===== src/rtl/rect_pkg.sv =====
// Shared types and default raster constants for the rectangle sprite objects.
// Holds the motion FSM state enum, the axis direction type and the default
// visible-area sizes used as parameter defaults by the sprite modules.
package rect_pkg;

    typedef enum logic [1:0] {
        HOLD,
        RUN,
        HOMING
    } state_t;

    typedef enum logic {
        POS = 1'b0,
        NEG = 1'b1
    } dir_t;

    localparam int H_ACTIVE_DEF = 640;
    localparam int V_ACTIVE_DEF = 480;

endpackage


===== src/rtl/object_rectangle_motion_if.sv =====
// Raster/control/result bundle between the VGA sync counter, the rectangle
// sprite and the colour mux.
// master: drives HCount, VCount, rectangle_select, full_screen, move_en, home
//         and receives rectangle_on, rect_x, rect_y, bounce.
// slave : the sprite side, the mirror image of master.
interface object_rectangle_motion_if #(
    parameter int COORD_W = 10
);

    logic [COORD_W-1:0] HCount;
    logic [COORD_W-1:0] VCount;
    logic               rectangle_select;
    logic               full_screen;
    logic               move_en;
    logic               home;
    logic               rectangle_on;
    logic [COORD_W-1:0] rect_x;
    logic [COORD_W-1:0] rect_y;
    logic               bounce;

    modport master (
        output HCount, VCount, rectangle_select, full_screen, move_en, home,
        input  rectangle_on, rect_x, rect_y, bounce
    );

    modport slave (
        input  HCount, VCount, rectangle_select, full_screen, move_en, home,
        output rectangle_on, rect_x, rect_y, bounce
    );

endinterface


===== src/rtl/frame_tick_gen.sv =====
// One-cycle-per-frame tick, raised on the first clock the raster reaches
// (0, V_ACTIVE). Ports: clk, reset (async, active-high), hcount, vcount, tick.
module frame_tick_gen #(
    parameter int COORD_W  = 10,
    parameter int V_ACTIVE = 480
) (
    input  logic               clk,
    input  logic               reset,
    input  logic [COORD_W-1:0] hcount,
    input  logic [COORD_W-1:0] vcount,
    output logic               tick
);

    logic cond;
    logic cond_q;

    assign cond = (hcount == '0) && (vcount == COORD_W'(V_ACTIVE));

    // Edge detect keeps the tick to one cycle however long the raster dwells.
    // Resetting to 1 suppresses a tick if reset releases at the tick point.
    always_ff @(posedge clk or posedge reset) begin
        if (reset) cond_q <= 1'b1;
        else       cond_q <= cond;
    end

    assign tick = cond & ~cond_q;

endmodule


===== src/rtl/object_rectangle_motion.sv =====
// Moving VGA rectangle: registered pixel enable from the raster plus a
// per-frame position FSM (HOLD / RUN / HOMING) with wall bounce.
// Ports: clk, reset (async, active-high), bus (slave side of
// object_rectangle_motion_if). Optional build macro RECT_BLINK_EN blinks
// the rectangle while it is held.
module object_rectangle_motion
    import rect_pkg::*;
#(
    parameter int COORD_W      = 10,
    parameter int H_ACTIVE     = H_ACTIVE_DEF,
    parameter int V_ACTIVE     = V_ACTIVE_DEF,
    parameter int RECT_W       = 160,
    parameter int RECT_H       = 115,
    parameter int X_INIT       = 240,
    parameter int Y_INIT       = 178,
    parameter int STEP         = 2,
    parameter int BLINK_FRAMES = 30
) (
    input logic                      clk,
    input logic                      reset,
    object_rectangle_motion_if.slave bus
);

    localparam int X_MAX = H_ACTIVE - RECT_W;
    localparam int Y_MAX = V_ACTIVE - RECT_H;
    localparam int CW1   = COORD_W + 1;
    localparam int SW    = COORD_W + 2;

    localparam logic signed [SW-1:0] ZERO_S = '0;
    localparam logic signed [SW-1:0] STEP_S = SW'(STEP);
    localparam logic signed [SW-1:0] XMAX_S = SW'(X_MAX);
    localparam logic signed [SW-1:0] YMAX_S = SW'(Y_MAX);

    if (RECT_W > H_ACTIVE || RECT_H > V_ACTIVE ||
        X_INIT > X_MAX || Y_INIT > Y_MAX ||
        STEP < 1 || STEP > X_MAX || STEP > Y_MAX ||
        BLINK_FRAMES < 1) begin : g_param_err
        $error("object_rectangle_motion: illegal parameters");
    end

    state_t             state_q, state_d;
    dir_t               dx_q, dx_d, dy_q, dy_d;
    logic [COORD_W-1:0] x_q, x_d, y_q, y_d;
    logic               flip;
    logic               bounce_q;
    logic               on_q, on_d;
    logic               tick;
    logic               hit;
    logic               blink_ok;
    logic [COORD_W:0]   mv_x, mv_y;

    frame_tick_gen #(
        .COORD_W  (COORD_W),
        .V_ACTIVE (V_ACTIVE)
    ) u_tick (
        .clk    (clk),
        .reset  (reset),
        .hcount (bus.HCount),
        .vcount (bus.VCount),
        .tick   (tick)
    );

    // Hit test one bit wider than the raster so right/bottom edges never wrap.
    logic [CW1-1:0] hc_e, vc_e, x_l, x_r, y_t, y_b;

    assign hc_e = {1'b0, bus.HCount};
    assign vc_e = {1'b0, bus.VCount};
    assign x_l  = {1'b0, x_q};
    assign y_t  = {1'b0, y_q};
    assign x_r  = x_l + CW1'(RECT_W - 1);
    assign y_b  = y_t + CW1'(RECT_H - 1);
    assign hit  = (hc_e >= x_l) && (hc_e <= x_r) &&
                  (vc_e >= y_t) && (vc_e <= y_b);

    // Returns {dir, pos}; reaching or passing a wall clamps and points back.
    function automatic logic [COORD_W:0] advance(
        input logic [COORD_W-1:0]   p,
        input dir_t                 d,
        input logic signed [SW-1:0] mx
    );
        logic signed [SW-1:0] n;
        n = (d == POS) ? $signed({2'b00, p}) + STEP_S
                       : $signed({2'b00, p}) - STEP_S;
        if (n <= ZERO_S)  return {1'b0, COORD_W'(0)};
        else if (n >= mx) return {1'b1, mx[COORD_W-1:0]};
        else              return {d, n[COORD_W-1:0]};
    endfunction

    assign mv_x = advance(x_q, dx_q, XMAX_S);
    assign mv_y = advance(y_q, dy_q, YMAX_S);

    always_comb begin
        state_d = state_q;
        case (state_q)
            HOLD:    if (bus.move_en) state_d = RUN;
            RUN:     if (!bus.move_en) state_d = HOLD;
            HOMING:  if (tick) state_d = bus.move_en ? RUN : HOLD;
            default: state_d = HOLD;
        endcase
        if (bus.home) state_d = HOMING;
    end

    always_comb begin
        x_d  = x_q;
        y_d  = y_q;
        dx_d = dx_q;
        dy_d = dy_q;
        flip = 1'b0;
        if (tick) begin
            case (state_q)
                RUN: begin
                    x_d  = mv_x[COORD_W-1:0];
                    y_d  = mv_y[COORD_W-1:0];
                    dx_d = dir_t'(mv_x[COORD_W]);
                    dy_d = dir_t'(mv_y[COORD_W]);
                    flip = (dx_d != dx_q) || (dy_d != dy_q);
                end
                HOMING: begin
                    x_d  = COORD_W'(X_INIT);
                    y_d  = COORD_W'(Y_INIT);
                    dx_d = POS;
                    dy_d = POS;
                end
                default: ;
            endcase
        end
    end

`ifdef RECT_BLINK_EN
    localparam int BW = (BLINK_FRAMES > 1) ? $clog2(BLINK_FRAMES) : 1;

    logic [BW-1:0] blink_cnt;
    logic          blink_q;

    always_ff @(posedge clk or posedge reset) begin
        if (reset) begin
            blink_cnt <= '0;
            blink_q   <= 1'b1;
        end else if (state_q != HOLD) begin
            blink_cnt <= '0;
            blink_q   <= 1'b1;
        end else if (tick) begin
            if (blink_cnt == BW'(BLINK_FRAMES - 1)) begin
                blink_cnt <= '0;
                blink_q   <= ~blink_q;
            end else begin
                blink_cnt <= blink_cnt + 1'b1;
            end
        end
    end

    assign blink_ok = (state_q != HOLD) | blink_q;
`else
    assign blink_ok = 1'b1;
`endif

    assign on_d = hit & ~(bus.full_screen & ~bus.rectangle_select) & blink_ok;

    always_ff @(posedge clk or posedge reset) begin
        if (reset) begin
            state_q  <= HOLD;
            x_q      <= COORD_W'(X_INIT);
            y_q      <= COORD_W'(Y_INIT);
            dx_q     <= POS;
            dy_q     <= POS;
            bounce_q <= 1'b0;
            on_q     <= 1'b0;
        end else begin
            state_q  <= state_d;
            x_q      <= x_d;
            y_q      <= y_d;
            dx_q     <= dx_d;
            dy_q     <= dy_d;
            bounce_q <= flip;
            on_q     <= on_d;
        end
    end

    assign bus.rectangle_on = on_q;
    assign bus.rect_x       = x_q;
    assign bus.rect_y       = y_q;
    assign bus.bounce       = bounce_q;

endmodule


===== src/flat_wrapper.sv =====
// flat-port wrapper written by rule: the top's interface ports become plain ports
module object_rectangle_motion_flat import rect_pkg::*;
#(
    parameter int COORD_W      = 10,
    parameter int H_ACTIVE     = H_ACTIVE_DEF,
    parameter int V_ACTIVE     = V_ACTIVE_DEF,
    parameter int RECT_W       = 160,
    parameter int RECT_H       = 115,
    parameter int X_INIT       = 240,
    parameter int Y_INIT       = 178,
    parameter int STEP         = 2,
    parameter int BLINK_FRAMES = 30
)
  (clk, reset, bus_HCount, bus_VCount, bus_rectangle_select, bus_full_screen, bus_move_en, bus_home, bus_rectangle_on, bus_rect_x, bus_rect_y, bus_bounce);
  object_rectangle_motion_if #(.COORD_W(COORD_W)) bus_i ();
  input logic clk;
  input logic reset;
  input wire logic [$bits(bus_i.HCount)-1:0] bus_HCount;
  input wire logic [$bits(bus_i.VCount)-1:0] bus_VCount;
  input wire logic [$bits(bus_i.rectangle_select)-1:0] bus_rectangle_select;
  input wire logic [$bits(bus_i.full_screen)-1:0] bus_full_screen;
  input wire logic [$bits(bus_i.move_en)-1:0] bus_move_en;
  input wire logic [$bits(bus_i.home)-1:0] bus_home;
  output wire logic [$bits(bus_i.rectangle_on)-1:0] bus_rectangle_on;
  output wire logic [$bits(bus_i.rect_x)-1:0] bus_rect_x;
  output wire logic [$bits(bus_i.rect_y)-1:0] bus_rect_y;
  output wire logic [$bits(bus_i.bounce)-1:0] bus_bounce;
  assign bus_i.HCount = bus_HCount;
  assign bus_i.VCount = bus_VCount;
  assign bus_i.rectangle_select = bus_rectangle_select;
  assign bus_i.full_screen = bus_full_screen;
  assign bus_i.move_en = bus_move_en;
  assign bus_i.home = bus_home;
  assign bus_rectangle_on = bus_i.rectangle_on;
  assign bus_rect_x = bus_i.rect_x;
  assign bus_rect_y = bus_i.rect_y;
  assign bus_bounce = bus_i.bounce;
  object_rectangle_motion #(.COORD_W(COORD_W), .H_ACTIVE(H_ACTIVE), .V_ACTIVE(V_ACTIVE), .RECT_W(RECT_W), .RECT_H(RECT_H), .X_INIT(X_INIT), .Y_INIT(Y_INIT), .STEP(STEP), .BLINK_FRAMES(BLINK_FRAMES)) u_core (.clk(clk), .reset(reset), .bus(bus_i));
endmodule

===== config.mk =====
export PLATFORM = sky130hd
export DESIGN_NAME = object_rectangle_motion_flat
export DESIGN_NICKNAME = d
export VERILOG_FILES = /design/src/rtl/rect_pkg.sv /design/src/rtl/object_rectangle_motion_if.sv /design/src/rtl/frame_tick_gen.sv /design/src/rtl/object_rectangle_motion.sv /design/src/flat_wrapper.sv
export SDC_FILE = /design/constraint.sdc
export NUM_CORES = 1
export LEC_CHECK = 0
export ABC_AREA = 1
export CORE_MARGIN = 2
export CORE_UTILIZATION = 51
export DETAILED_ROUTE_END_ITERATION = 10
export GPL_ROUTABILITY_DRIVEN = 0
export PLACE_DENSITY_LB_ADDON = 0.2
export RECOVER_POWER = 50
export SYNTH_ARGS = -nofsm -noshare
export SYNTH_HDL_FRONTEND = slang
export SYNTH_SLANG_ARGS = --single-unit

===== constraint.sdc =====
create_clock -name clk -period 2.2 [get_ports clk]
set_clock_uncertainty 0.2 [all_clocks]
set_input_delay 0.55 -clock clk [delete_from_list [all_inputs] [get_ports clk]]
set_output_delay 0.55 -clock clk [all_outputs]
set_load 0.1 [all_outputs]

==> key figures, run 1 <==
Status
  – Outcome: finished with violations
  – Failing checks: negative setup slack

Worst setup path
  – Delay of the slowest cell on the worst path: 0.70 ns
  – Crit path max-delay family: flip-flops
  – Worst path arrival time: ~2.6 ns
  – Crit path max fanout: 6
  – CP bufs+invs: 2
  – Startpoint Class: flip-flop
  – Critical-path cell list: buf_6, nand3_4, buf_6, nor2_4, nor2_1, ha_1, a21oi_2, o21ai_1, a21oi_1, o21ai_1, a21oi_1, nand3b_1, nand3_1, nor2_1
  – Setup Crit Path Kind: flip-flop to flip-flop
  – CP Capture Type: flip-flop
  – Slowest-stage cell, CP: dfstp_4
  – Critical Path RT: 2.21 ns

Placement
  – Placement Cell Area: 5000 um^2
  – Buffers on Ports: 46
  – Dpl hpwl: 8970 um

Die
  – DIE HEIGHT: about 87 um
  – Die area: 7540 um^2
  – Std cell rows: 30
  – Die width: a little under 90 um
  – Initial Utilization: a little over half
  – Core area: 6720 um^2
  – Ports: 48

GRT
  – Antenna violations before repair: 0
  – All-Layer GR Usage: 34.0%
  – Vias in the first global route: about 4600
  – Gr ovfl total: 0
  – First-pass GRT wire length: between 20000 and 25000 um
  – Largest net degree at the start of global routing: 27

Synthesis
  – Async S/R FF share, synth: 100%
  – Syn avg cell area: 6.51 um^2
  – Yosys cell types: 43
  – Yosys top cell by area: ha_1
  – Mapped Area: 3500 um^2
  – Yosys top cell area share: 16.1%
  – Top post-synthesis cells by area: ha_1 16%, nand2_1 15%, dfrtp_1 12%
  – #FFs+latches synth: 26
  – Post-synth top flop: dfrtp_1
  – Post-synthesis sequential area ratio: 18.9%
  – Warnings, synthesis: 0
  – Post-synthesis cell count: 537
  – Number of flops mapped to enable cells by yosys: 0
  – Syn_nets: 608

Finish
  – Final Util: 85.8%
  – Layout Nets: 761
  – Final Cell Area: roughly 5800 um^2
  – Layout cell share with drive strength beyond 1: 45.7%
  – Most frequent cells in the layout: 102 x nand2_1, 100 x buf_4, 43 x nor2_1, 39 x inv_1, 39 x ha_1
  – Leading cell type in the layout, fill and taps excluded: nand2_1
  – # diodes: 0
  – Layout area overhead: 64.8%

STA
  – Min Tclk post-route: 2.62 ns
  – Max Slew Vio Count: 0
  – Final hold vios: 0
  – Final setup fails: 22
  – Fin crit share: 119%
  – Least-Margin Pin Slew: 0.689 ns
  – RSZ-0062 raised after global routing: true
  – Fmax: 0.382 GHz
  – Max transition margin: 54.1%
  – Slack of the critical path: -0.419 ns

Clock tree
  – H-tree Lvls: 1
  – Clk Latency, worst-skew pair: 0.29 ns
  – Register clock-pin slew on the reported worst setup and hold paths: 0.10 ns
  – Root Driver: clkbuf_8
  – TritonCTS buffer count: 3
  – Hold Buf Count CTS: 0
  – CTS Sinks: 26
  – TritonCTS clock tree: yes
  – Clock Tree Buf Depth: 2

Power
  – Power per Cell Area: 227 nW/um^2
  – NetSw: 412 uW
  – Clock power frac: about a third
  – Switching part of the total: 31.4%
  – Comb pwr share: 29.5%
  – Int Pwr: 899 uW
  – Reg power frac: approximately 39%
  – Worst vdd ir: 0.282 mV
  – P_leak: 0.00284 uW

Detailed routing
  – Highest Signal Layer: met4
  – Routed length on met3: 650 um
  – Pre-antenna DRT Iters: 6
  – WL final: between 10000 and 15000 um
  – DR iter-0 viols: roughly 270
  – Met2 WL: between 7000 and 8000 um
  – Metal-1 WL: 4950 um
  – Residual DRC: 0
  – Via count: 4485
  – Antenna Violating Nets Remaining: 0
  – Vias per Instance: 5.83
  – Routed wire length per instance: roughly 18 um

Worst hold path
  – Worst hold path class: flip-flop to flip-flop

Flow run
  – Max cap viols: 0
## metal layers
metal  up-vias  GRT usage [%]
met4         0           20.0
met2       227           63.8
met1      2113           36.3
met3        74           3.43
li1       2071              -
met5         -              0
## worst paths after layout
check                                                       from                                end  slack, ns  cells after the start
worst min register to register     u_core.state_q[0]$_DFFE_PP0P_      u_core.state_q[0]$_DFFE_PP0P_       0.43                      2
min in group asynchronous                                  reset      u_core.state_q[0]$_DFFE_PP0P_       0.68                      3
worst max-delay path            u_core.bus.rect_y[1]$_DFFE_PP1P_  u_core.bus.rectangle_on$_DFF_PP0_      -0.42                     14
worst min-delay path               u_core.state_q[0]$_DFFE_PP0P_      u_core.state_q[0]$_DFFE_PP0P_       0.43                      2
worst max register to register  u_core.bus.rect_y[1]$_DFFE_PP1P_  u_core.bus.rectangle_on$_DFF_PP0_      -0.42                     14
max in group asynchronous                                  reset   u_core.bus.rect_x[2]$_DFFE_PP0P_       0.60                      3
## flip-flops by register name (all words and copies together) (netlist names)
name and flops:
u_core.bus.rect_x 9, u_core.bus.rectangle_on 1, u_core.u_tick.cond_q 1, u_core.bus.rect_y 10
u_core.state_q 2, u_core.bus.bounce 1, u_core.dy_q 1, u_core.dx_q 1
## worst reg2reg max path: stages (launching register included)
cell	delay, ns
dfstp_4	0.70
buf_6	0.12
nand3_4	0.07
buf_6	0.13
nor2_4	0.09
nor2_1	0.07
ha_1	0.30
a21oi_2	0.13
o21ai_1	0.07
a21oi_1	0.12
o21ai_1	0.08
a21oi_1	0.12
nand3b_1	0.16
nand3_1	0.09
nor2_1	0.10
## synthesized netlist by cell type, drive strengths merged (4+ instances only)
cell type  number
buf            16
a22oi           4
ha             45
inv            65
dfstp           9
o21ai          29
xor2            9
nor2           67
nand4           7
a21oi          25
dfrtp          17
nand2         148
nor4            6
and2            5
nand3          53
nor3            5
## power groups by stage
stage                     Sequential (uW)  Combinational [uW]  Clock [uW]
final                                 509                 387         415
after global routing                  511                 417         438
after CTS                             508                 372         410
after detailed placement              517                 327           0
after global placement                514                 308           0
after floorplan                       512                 177           0
## kinds of logic after synthesis
logic type	after synthesis	share of synthesized area (%)
fa+ha+maj	45	16.1
xor+xnor	12	3.01
buf+inv	82	10.7
simple gates	297	39.0
flops	26	18.9
compound gates	73	11.9
mux	1	0.322
other cells	1	0.107
## per-stage QoR
stage | hold WS, ns | total power (uW) | instances | worst slack [ns] | setup TNS [ns]
after CTS | 0.416 | 1290 | 760 | -0.357 | -2.66
after detailed placement | 0.393 | 844 | 746 | -0.624 | -12.71
final | 0.435 | 1310 | 769 | -0.419 | -6.30
after global placement | 0.376 | 822 | 746 | -0.544 | -11.46
after floorplan | 0.352 | 689 | 537 | -0.394 | -3.32
after global routing | 0.464 | 1370 | 769 | -0.522 | -7.90
## repair_timing
item                       in CTS  in global routing
setup buffers                  10                 13
setup endpoints to repair      25                 24
cloned                          0                  0
pin swaps                      31                 33
resized for setup              97                 77
## layout make-up
cell class / count / area [um^2]
clock buffer: 3 / 41.3
timing repair buffer: 164 / 1630
fill: 362 / 956
multi-input combinational: 429 / 2980
clock inverter: 1 / 30.0
inverter: 66 / 273
tap: 80 / 100
sequential: 26 / 703
Power figures use the tool's default switching activity.
==> run 2: changes to the inputs <==
--- a/config.mk
+++ b/config.mk
@@ -6,7 +6,7 @@
 export NUM_CORES = 1
 export LEC_CHECK = 0
 export ABC_AREA = 1
-export CORE_MARGIN = 2
+export CORE_MARGIN = 10
 export CORE_UTILIZATION = 51
 export DETAILED_ROUTE_END_ITERATION = 10
 export GPL_ROUTABILITY_DRIVEN = 0
==> key figures, run 2 (synthesized netlist as in run 1, its figures left out) <==
Worst setup path
  – Critical Path RT: 2.20 ns (was 2.21 ns)
  – CP Capture Type: flip-flop (unchanged)
  – Worst R2R Path Depth: 14 (unchanged)
  – Startpoint Class: flip-flop (unchanged)
  – Worst path arrival time: 2.62 ns (was 2.63 ns)
  – Setup Crit Path Kind: flip-flop to flip-flop (unchanged)
  – Crit path max fanout: 4 (was 6)

Power
  – Power per Cell Area: 205 nW/um^2 (was 227 nW/um^2)
  – Reg power frac: 43.0% (was 38.8%)
  – Int Pwr: 788 uW (was 899 uW)
  – Comb pwr share: 33.2% (was 29.5%)
  – NetSw: 389 uW (was 412 uW)
  – Switching part of the total: 33.0% (was 31.4%)
  – Clock power frac: 23.8% (was 31.6%)
  – P_leak: 0.00284 uW (about the same)
  – Worst vdd ir: 0.258 mV (was 0.282 mV)

GRT
  – All-Layer GR Usage: 24.1% (was 34.0%)
  – Largest net degree at the start of global routing: 27 (unchanged)
  – Vias in the first global route: 4584 (was 4608)
  – Antenna violations before repair: 0 (unchanged)
  – Gr ovfl total: 0 (unchanged)
  – First-pass GRT wire length: 20600 um (was 20500 um)

Placement
  – Dpl hpwl: 9710 um (was 8970 um)
  – Placed Cells: 746 (unchanged)
  – Buffers on Ports: 46 (unchanged)

Flow run
  – Max cap viols: 0 (unchanged)

Die
  – Die width: 103 um (was 86.8 um)
  – Initial Utilization: 52.0% (unchanged)
  – Std cell rows: 30 (unchanged)
  – Core area: 6720 um^2 (unchanged)
  – Die area: 10600 um^2 (was 7540 um^2)
  – DIE HEIGHT: 103 um (was 86.8 um)
  – Ports: 48 (unchanged)

Finish
  – Layout cell share with drive strength beyond 1: 44.8% (was 45.7%)
  – # diodes: 0 (unchanged)
  – Max reg flops: 10 (unchanged)
  – Most frequent cells in the layout: 104 x nand2_1, 102 x buf_4, 44 x nor2_1, 41 x inv_1, 39 x ha_1 (was 102 x nand2_1, 100 x buf_4, 43 x nor2_1, 39 x inv_1, 39 x ha_1)
  – Layout area overhead: 64.1% (was 64.8%)
  – Layout Nets: 758 (was 761)
  – Fillers: 360 (was 362)
  – Leading cell type in the layout, fill and taps excluded: nand2_1 (unchanged)
  – Final Non-Filler Cells: 766 (was 769)
  – Final Util: 85.4% (was 85.8%)

Clock tree
  – CTS Sinks: 26 (unchanged)
  – TritonCTS clock tree: yes (unchanged)
  – Clock Tree Buf Depth: 2 (unchanged)
  – Hold Buf Count CTS: 0 (unchanged)
  – TritonCTS buffer count: 3 (unchanged)
  – Register clock-pin slew on the reported worst setup and hold paths: 0.09 ns (was 0.10 ns)
  – H-tree Lvls: 1 (unchanged)
  – Root Driver: clkbuf_8 (unchanged)
  – Clk Latency, worst-skew pair: 0.27 ns (was 0.29 ns)

Detailed routing
  – Routed wire length per instance: 18.4 um (was 17.9 um)
  – Vias per Instance: 5.89 (was 5.83)
  – Antenna Violating Nets Remaining: 0 (unchanged)
  – Via count: 4512 (was 4485)
  – DR iter-0 viols: 275 (was 271)
  – Residual DRC: 0 (unchanged)
  – Pre-antenna DRT Iters: 5 (was 6)
  – WL final: 14100 um (was 13800 um)

Worst hold path
  – Worst hold path class: flip-flop to flip-flop (unchanged)
  – Hold path depth: 2 (unchanged)

STA
  – Least-Margin Pin Slew: 0.666 ns (was 0.689 ns)
  – Fmax: 0.382 GHz (about the same)
  – Min Tclk post-route: 2.62 ns (about the same)
  – Max Slew Vio Count: 0 (unchanged)
  – Fin crit share: 119% (about the same)
  – RSZ-0062 raised after global routing: true (unchanged)
  – Final hold vios: 0 (unchanged)
  – Max transition margin: 55.6% (was 54.1%)
  – Final setup fails: 21 (was 22)
  – Slack of the critical path: -0.419 ns (about the same)

Status
  – Outcome: finished with violations (unchanged)
  – Failing checks: negative setup slack (unchanged)
==> run 2: changes by cell type in the layout (fill, tap and decap cells not counted), moves of 3 or more <==
| cell | delta |
|---|---|
| nor2_2 | -3 |
| buf_6 | -6 |
| dlygate4sd2_1 | -5 |
| dlymetal6s2s_1 | +3 |
==> run 2: final timing paths <==
path	slack, ns	from	to
setup / recovery	-0.42	u_core.bus.rect_y[1]$_DFFE_PP1P_	u_core.bus.rectangle_on$_DFF_PP0_
hold / removal	0.39	u_core.state_q[0]$_DFFE_PP0P_	u_core.state_q[0]$_DFFE_PP0P_
hold reg to reg	0.39	u_core.state_q[0]$_DFFE_PP0P_	u_core.state_q[0]$_DFFE_PP0P_
max in group asynchronous	0.62	reset	u_core.bus.rect_x[1]$_DFFE_PP0P_
setup reg to reg	-0.42	u_core.bus.rect_y[1]$_DFFE_PP1P_	u_core.bus.rectangle_on$_DFF_PP0_
min in group asynchronous	0.68	reset	u_core.state_q[0]$_DFFE_PP0P_
==> run 2: critical path: stages, from the launching register on <==
cell      delay [ns]
dfstp_4         0.67
buf_12          0.11
nand3_4         0.07
buf_6           0.14
nor2_4          0.10
nor2_1          0.07
ha_1            0.29
a21oi_1         0.14
o21ai_1         0.09
a21oi_1         0.14
o21ai_1         0.08
a21oi_1         0.11
nand3b_1        0.16
nand3_1         0.08
nor2_1          0.10
==> run 2: stage by stage <==
step / hold slack [ns] / instance area (um^2) / total power (uW) / setup TNS (ns) / worst slack, ns
6_report: 0.391 / 5740 / 1180 / -5.10 / -0.419
5_1_grt: 0.434 / 5740 / 1230 / -7.63 / -0.550
4_1_cts: 0.413 / 5380 / 1150 / -2.88 / -0.359
3_5_place_dp: 0.392 / 5000 / 848 / -14.10 / -0.713
3_3_place_gp: 0.381 / 5000 / 825 / -11.52 / -0.560
2_1_floorplan: 0.352 / 3620 / 689 / -3.32 / -0.394
==> run 2: per-layer routing <==
metal  part of all wire [%]  track usage (%)  vias up
li1                       -                -     2065
met1                     33             23.9     2089
met2                     52             44.7      250
met5                      0                0        -
met4                    7.4             17.0        0
met3                    7.1             4.02      108
==> run 2: cell type report <==
cell class / instances / area [um^2] / area share, %
Inverter: 66 / 264 / 4.60
Tap cell: 80 / 100 / 1.74
Sequential cell: 26 / 703 / 12.3
Multi-Input combinational cell: 429 / 3020 / 52.6
Clock buffer: 4 / 45.0 / 0.785
Timing Repair Buffer: 161 / 1610 / 28.0
==> run 2: power by group through the flow <==
stage / Sequential, uW / Combinational (uW) / Clock [uW]
2_1_floorplan: 512 / 177 / 0
3_3_place_gp: 514 / 310 / 0
3_5_place_dp: 514 / 333 / 0
4_1_cts: 506 / 360 / 279
5_1_grt: 509 / 426 / 296
6_report: 506 / 391 / 280
==> run 2: what timing repair did <==
action / 4_1_cts / 5_1_grt
setup buffers: 12 / 5
pin swaps: 36 / 51
setup endpoints to repair: 25 / 24
gates resized for setup: 74 / 94
==> run 3: changes to the inputs <==
--- a/config.mk
+++ b/config.mk
@@ -9,7 +9,6 @@
 export CORE_MARGIN = 10
 export CORE_UTILIZATION = 51
 export DETAILED_ROUTE_END_ITERATION = 10
-export GPL_ROUTABILITY_DRIVEN = 0
 export PLACE_DENSITY_LB_ADDON = 0.2
 export RECOVER_POWER = 50
 export SYNTH_ARGS = -nofsm -noshare
==> key figures, run 3 (synthesized netlist as in run 1, its figures left out) <==
Detailed routing
  – Pre-antenna DRT Iters: 6 (was 5)
  – DR iter-0 viols: 347 (was 275)
  – Via count: 4549 (was 4512)
  – Routed wire length per instance: 19.4 um (was 18.4 um)
  – WL final: 14900 um (was 14100 um)
  – Vias per Instance: 5.95 (was 5.89)
  – Antenna Violating Nets Remaining: 0 (unchanged)
  – Residual DRC: 0 (unchanged)

Power
  – P_leak: 0.00283 uW (was 0.00284 uW)
  – Comb pwr share: 31.0% (was 33.2%)
  – Clock power frac: 31.4% (was 23.8%)
  – Reg power frac: 37.6% (was 43.0%)
  – Power per Cell Area: 237 nW/um^2 (was 205 nW/um^2)
  – Int Pwr: 905 uW (was 788 uW)
  – NetSw: 455 uW (was 389 uW)
  – Worst vdd ir: 0.328 mV (was 0.258 mV)
  – Switching part of the total: 33.5% (was 33.0%)
  – Total power: 1360 uW (was 1180 uW)

GRT
  – Antenna violations before repair: 0 (unchanged)
  – All-Layer GR Usage: 24.3% (was 24.1%)
  – Gr ovfl total: 0 (unchanged)
  – GRT met1 Usage: 24.5% (was 23.9%)
  – GR peak layer: met2 (unchanged)
  – GR Util met3: 3.95% (was 4.02%)
  – Vias in the first global route: 4399 (was 4584)
  – First-pass GRT wire length: 20600 um (about the same)
  – Largest net degree at the start of global routing: 27 (unchanged)
  – GR Layer Usage met2: 45.1% (was 44.7%)

Die
  – Ports: 48 (unchanged)
  – Core area: 6720 um^2 (unchanged)
  – Initial Utilization: 52.0% (unchanged)
  – DIE HEIGHT: 103 um (unchanged)
  – Die width: 103 um (unchanged)
  – Die area: 10600 um^2 (unchanged)
  – Std cell rows: 30 (unchanged)

Clock tree
  – TritonCTS buffer count: 3 (unchanged)
  – Register clock-pin slew on the reported worst setup and hold paths: 0.11 ns (was 0.09 ns)
  – CTS Sinks: 26 (unchanged)
  – Root Driver: clkbuf_8 (unchanged)
  – Hold Buf Count CTS: 0 (unchanged)
  – Clk Latency, worst-skew pair: 0.29 ns (was 0.27 ns)
  – TritonCTS clock tree: yes (unchanged)
  – H-tree Lvls: 1 (unchanged)
  – Clock Tree Buf Depth: 2 (unchanged)

STA
  – Fmax: 0.375 GHz (was 0.382 GHz)
  – Final setup fails: 23 (was 21)
  – Slack of the critical path: -0.467 ns (was -0.419 ns)
  – Max Slew Vio Count: 0 (unchanged)
  – Fin crit share: 121% (was 119%)
  – RSZ-0062 raised after global routing: true (unchanged)
  – Final hold vios: 0 (unchanged)
  – Max transition margin: 55.9% (was 55.6%)
  – Least-Margin Pin Slew: 0.662 ns (was 0.666 ns)
  – Min Tclk post-route: 2.67 ns (was 2.62 ns)

Worst setup path
  – CP Capture Type: flip-flop (unchanged)
  – CP startpoint: u_core.bus.rect_x[2]$_DFFE_PP0P_ (was u_core.bus.rect_y[1]$_DFFE_PP1P_)
  – Startpoint Class: flip-flop (unchanged)
  – Crit path max fanout: 3 (was 4)
  – Setup Crit Path Kind: flip-flop to flip-flop (unchanged)
  – Critical Path RT: 2.20 ns (about the same)
  – RR Startpoint: u_core.bus.rect_x[2]$_DFFE_PP0P_ (was u_core.bus.rect_y[1]$_DFFE_PP1P_)
  – Worst path arrival time: 2.67 ns (was 2.62 ns)

Placement
  – Dpl hpwl: 9590 um (was 9710 um)
  – Gp weighted congestion: 0.923
  – Buffers on Ports: 46 (unchanged)
  – Setup slack at placement: -0.663 ns (was -0.713 ns)

Finish
  – Layout Nets: 757 (was 758)
  – # diodes: 0 (unchanged)
  – Final Util: 85.5% (was 85.4%)
  – Layout cell share with drive strength beyond 1: 45.3% (was 44.8%)
  – Leading cell type in the layout, fill and taps excluded: nand2_1 (unchanged)
  – Max reg flops: 10 (unchanged)
  – Most frequent cells in the layout: 107 x nand2_1, 100 x buf_4, 43 x nor2_1, 41 x inv_1, 39 x ha_1 (was 104 x nand2_1, 102 x buf_4, 44 x nor2_1, 41 x inv_1, 39 x ha_1)
  – Layout area overhead: 64.3% (was 64.1%)

Worst hold path
  – Worst hold path class: flip-flop to flip-flop (unchanged)
  – Worst hold start: u_core.bus.rect_y[7]$_DFFE_PP1P_ (was u_core.state_q[0]$_DFFE_PP0P_)

Flow run
  – Max cap viols: 0 (unchanged)

Status
  – Failing checks: negative setup slack (unchanged)
  – Outcome: finished with violations (unchanged)
## run 3: power groups by stage
stage          clock network [uW]  logic [uW]  registers [uW]
2_1_floorplan                   0         177             512
3_3_place_gp                    0         308             515
3_5_place_dp                    0         328             515
4_1_cts                       405         360             508
5_1_grt                       437         449             512
6_report                      427         422             511
## run 3: final cells by class
| type | instances | area, um^2 |
|---|---|---|
| clock buffer | 3 | 41.3 |
| timing repair buffer | 160 | 1590 |
| fill | 367 | 975 |
| clock inverter | 1 | 30.0 |
| inverter | 66 | 273 |
| sequential | 26 | 704 |
| tap | 80 | 100 |
| multi-input combinational | 429 | 3010 |
## run 3: worst max-delay path: stages, from the launching register on
cell,delay [ns]
dfrtp_4,0.52
buf_6,0.14
inv_4,0.06
buf_4,0.13
ha_1,0.19
xnor2_1,0.08
ha_1,0.19
a21oi_1,0.20
nor2_1,0.08
a211oi_2,0.17
o21ai_1,0.11
nand2_1,0.07
nand2_1,0.05
nand2_1,0.07
nand2_1,0.06
nand3_1,0.07
nand3_1,0.08
nor2_1,0.13
## run 3: worst paths after layout
path	cells after the start	slack, ns	endpoint
max	17	-0.47	u_core.bus.rectangle_on$_DFF_PP0_
min	2	0.43	u_core.bus.rect_y[7]$_DFFE_PP1P_
max reg2reg	17	-0.47	u_core.bus.rectangle_on$_DFF_PP0_
min reg2reg	2	0.43	u_core.bus.rect_y[7]$_DFFE_PP1P_
max in group asynchronous	3	0.59	u_core.bus.rect_x[2]$_DFFE_PP0P_
min in group asynchronous	3	0.70	u_core.bus.rect_x[8]$_DFFE_PP0P_
## run 3: per-layer routing
layer | share of wire (%) | vias to the layer above
met5 | 0 | -
met4 | 6.8 | 0
met3 | 6.8 | 117
met2 | 52 | 275
met1 | 34 | 2089
li1 | - | 2068
## run 3: timing repair
action,CTS,global route
pin swaps,39,49
setup buffers,6,13
resized for setup,74,92
setup endpoints to repair,25,24
## run 3: stage by stage
stage	instances	hold slack (ns)	area (um^2)	setup TNS, ns
2_1_floorplan	537	0.352	3620	-3.32
3_3_place_gp	745	0.374	4990	-11.63
3_5_place_dp	745	0.398	4990	-13.19
4_1_cts	754	0.410	5340	-3.01
5_1_grt	765	0.461	5740	-8.45
6_report	765	0.426	5740	-5.95
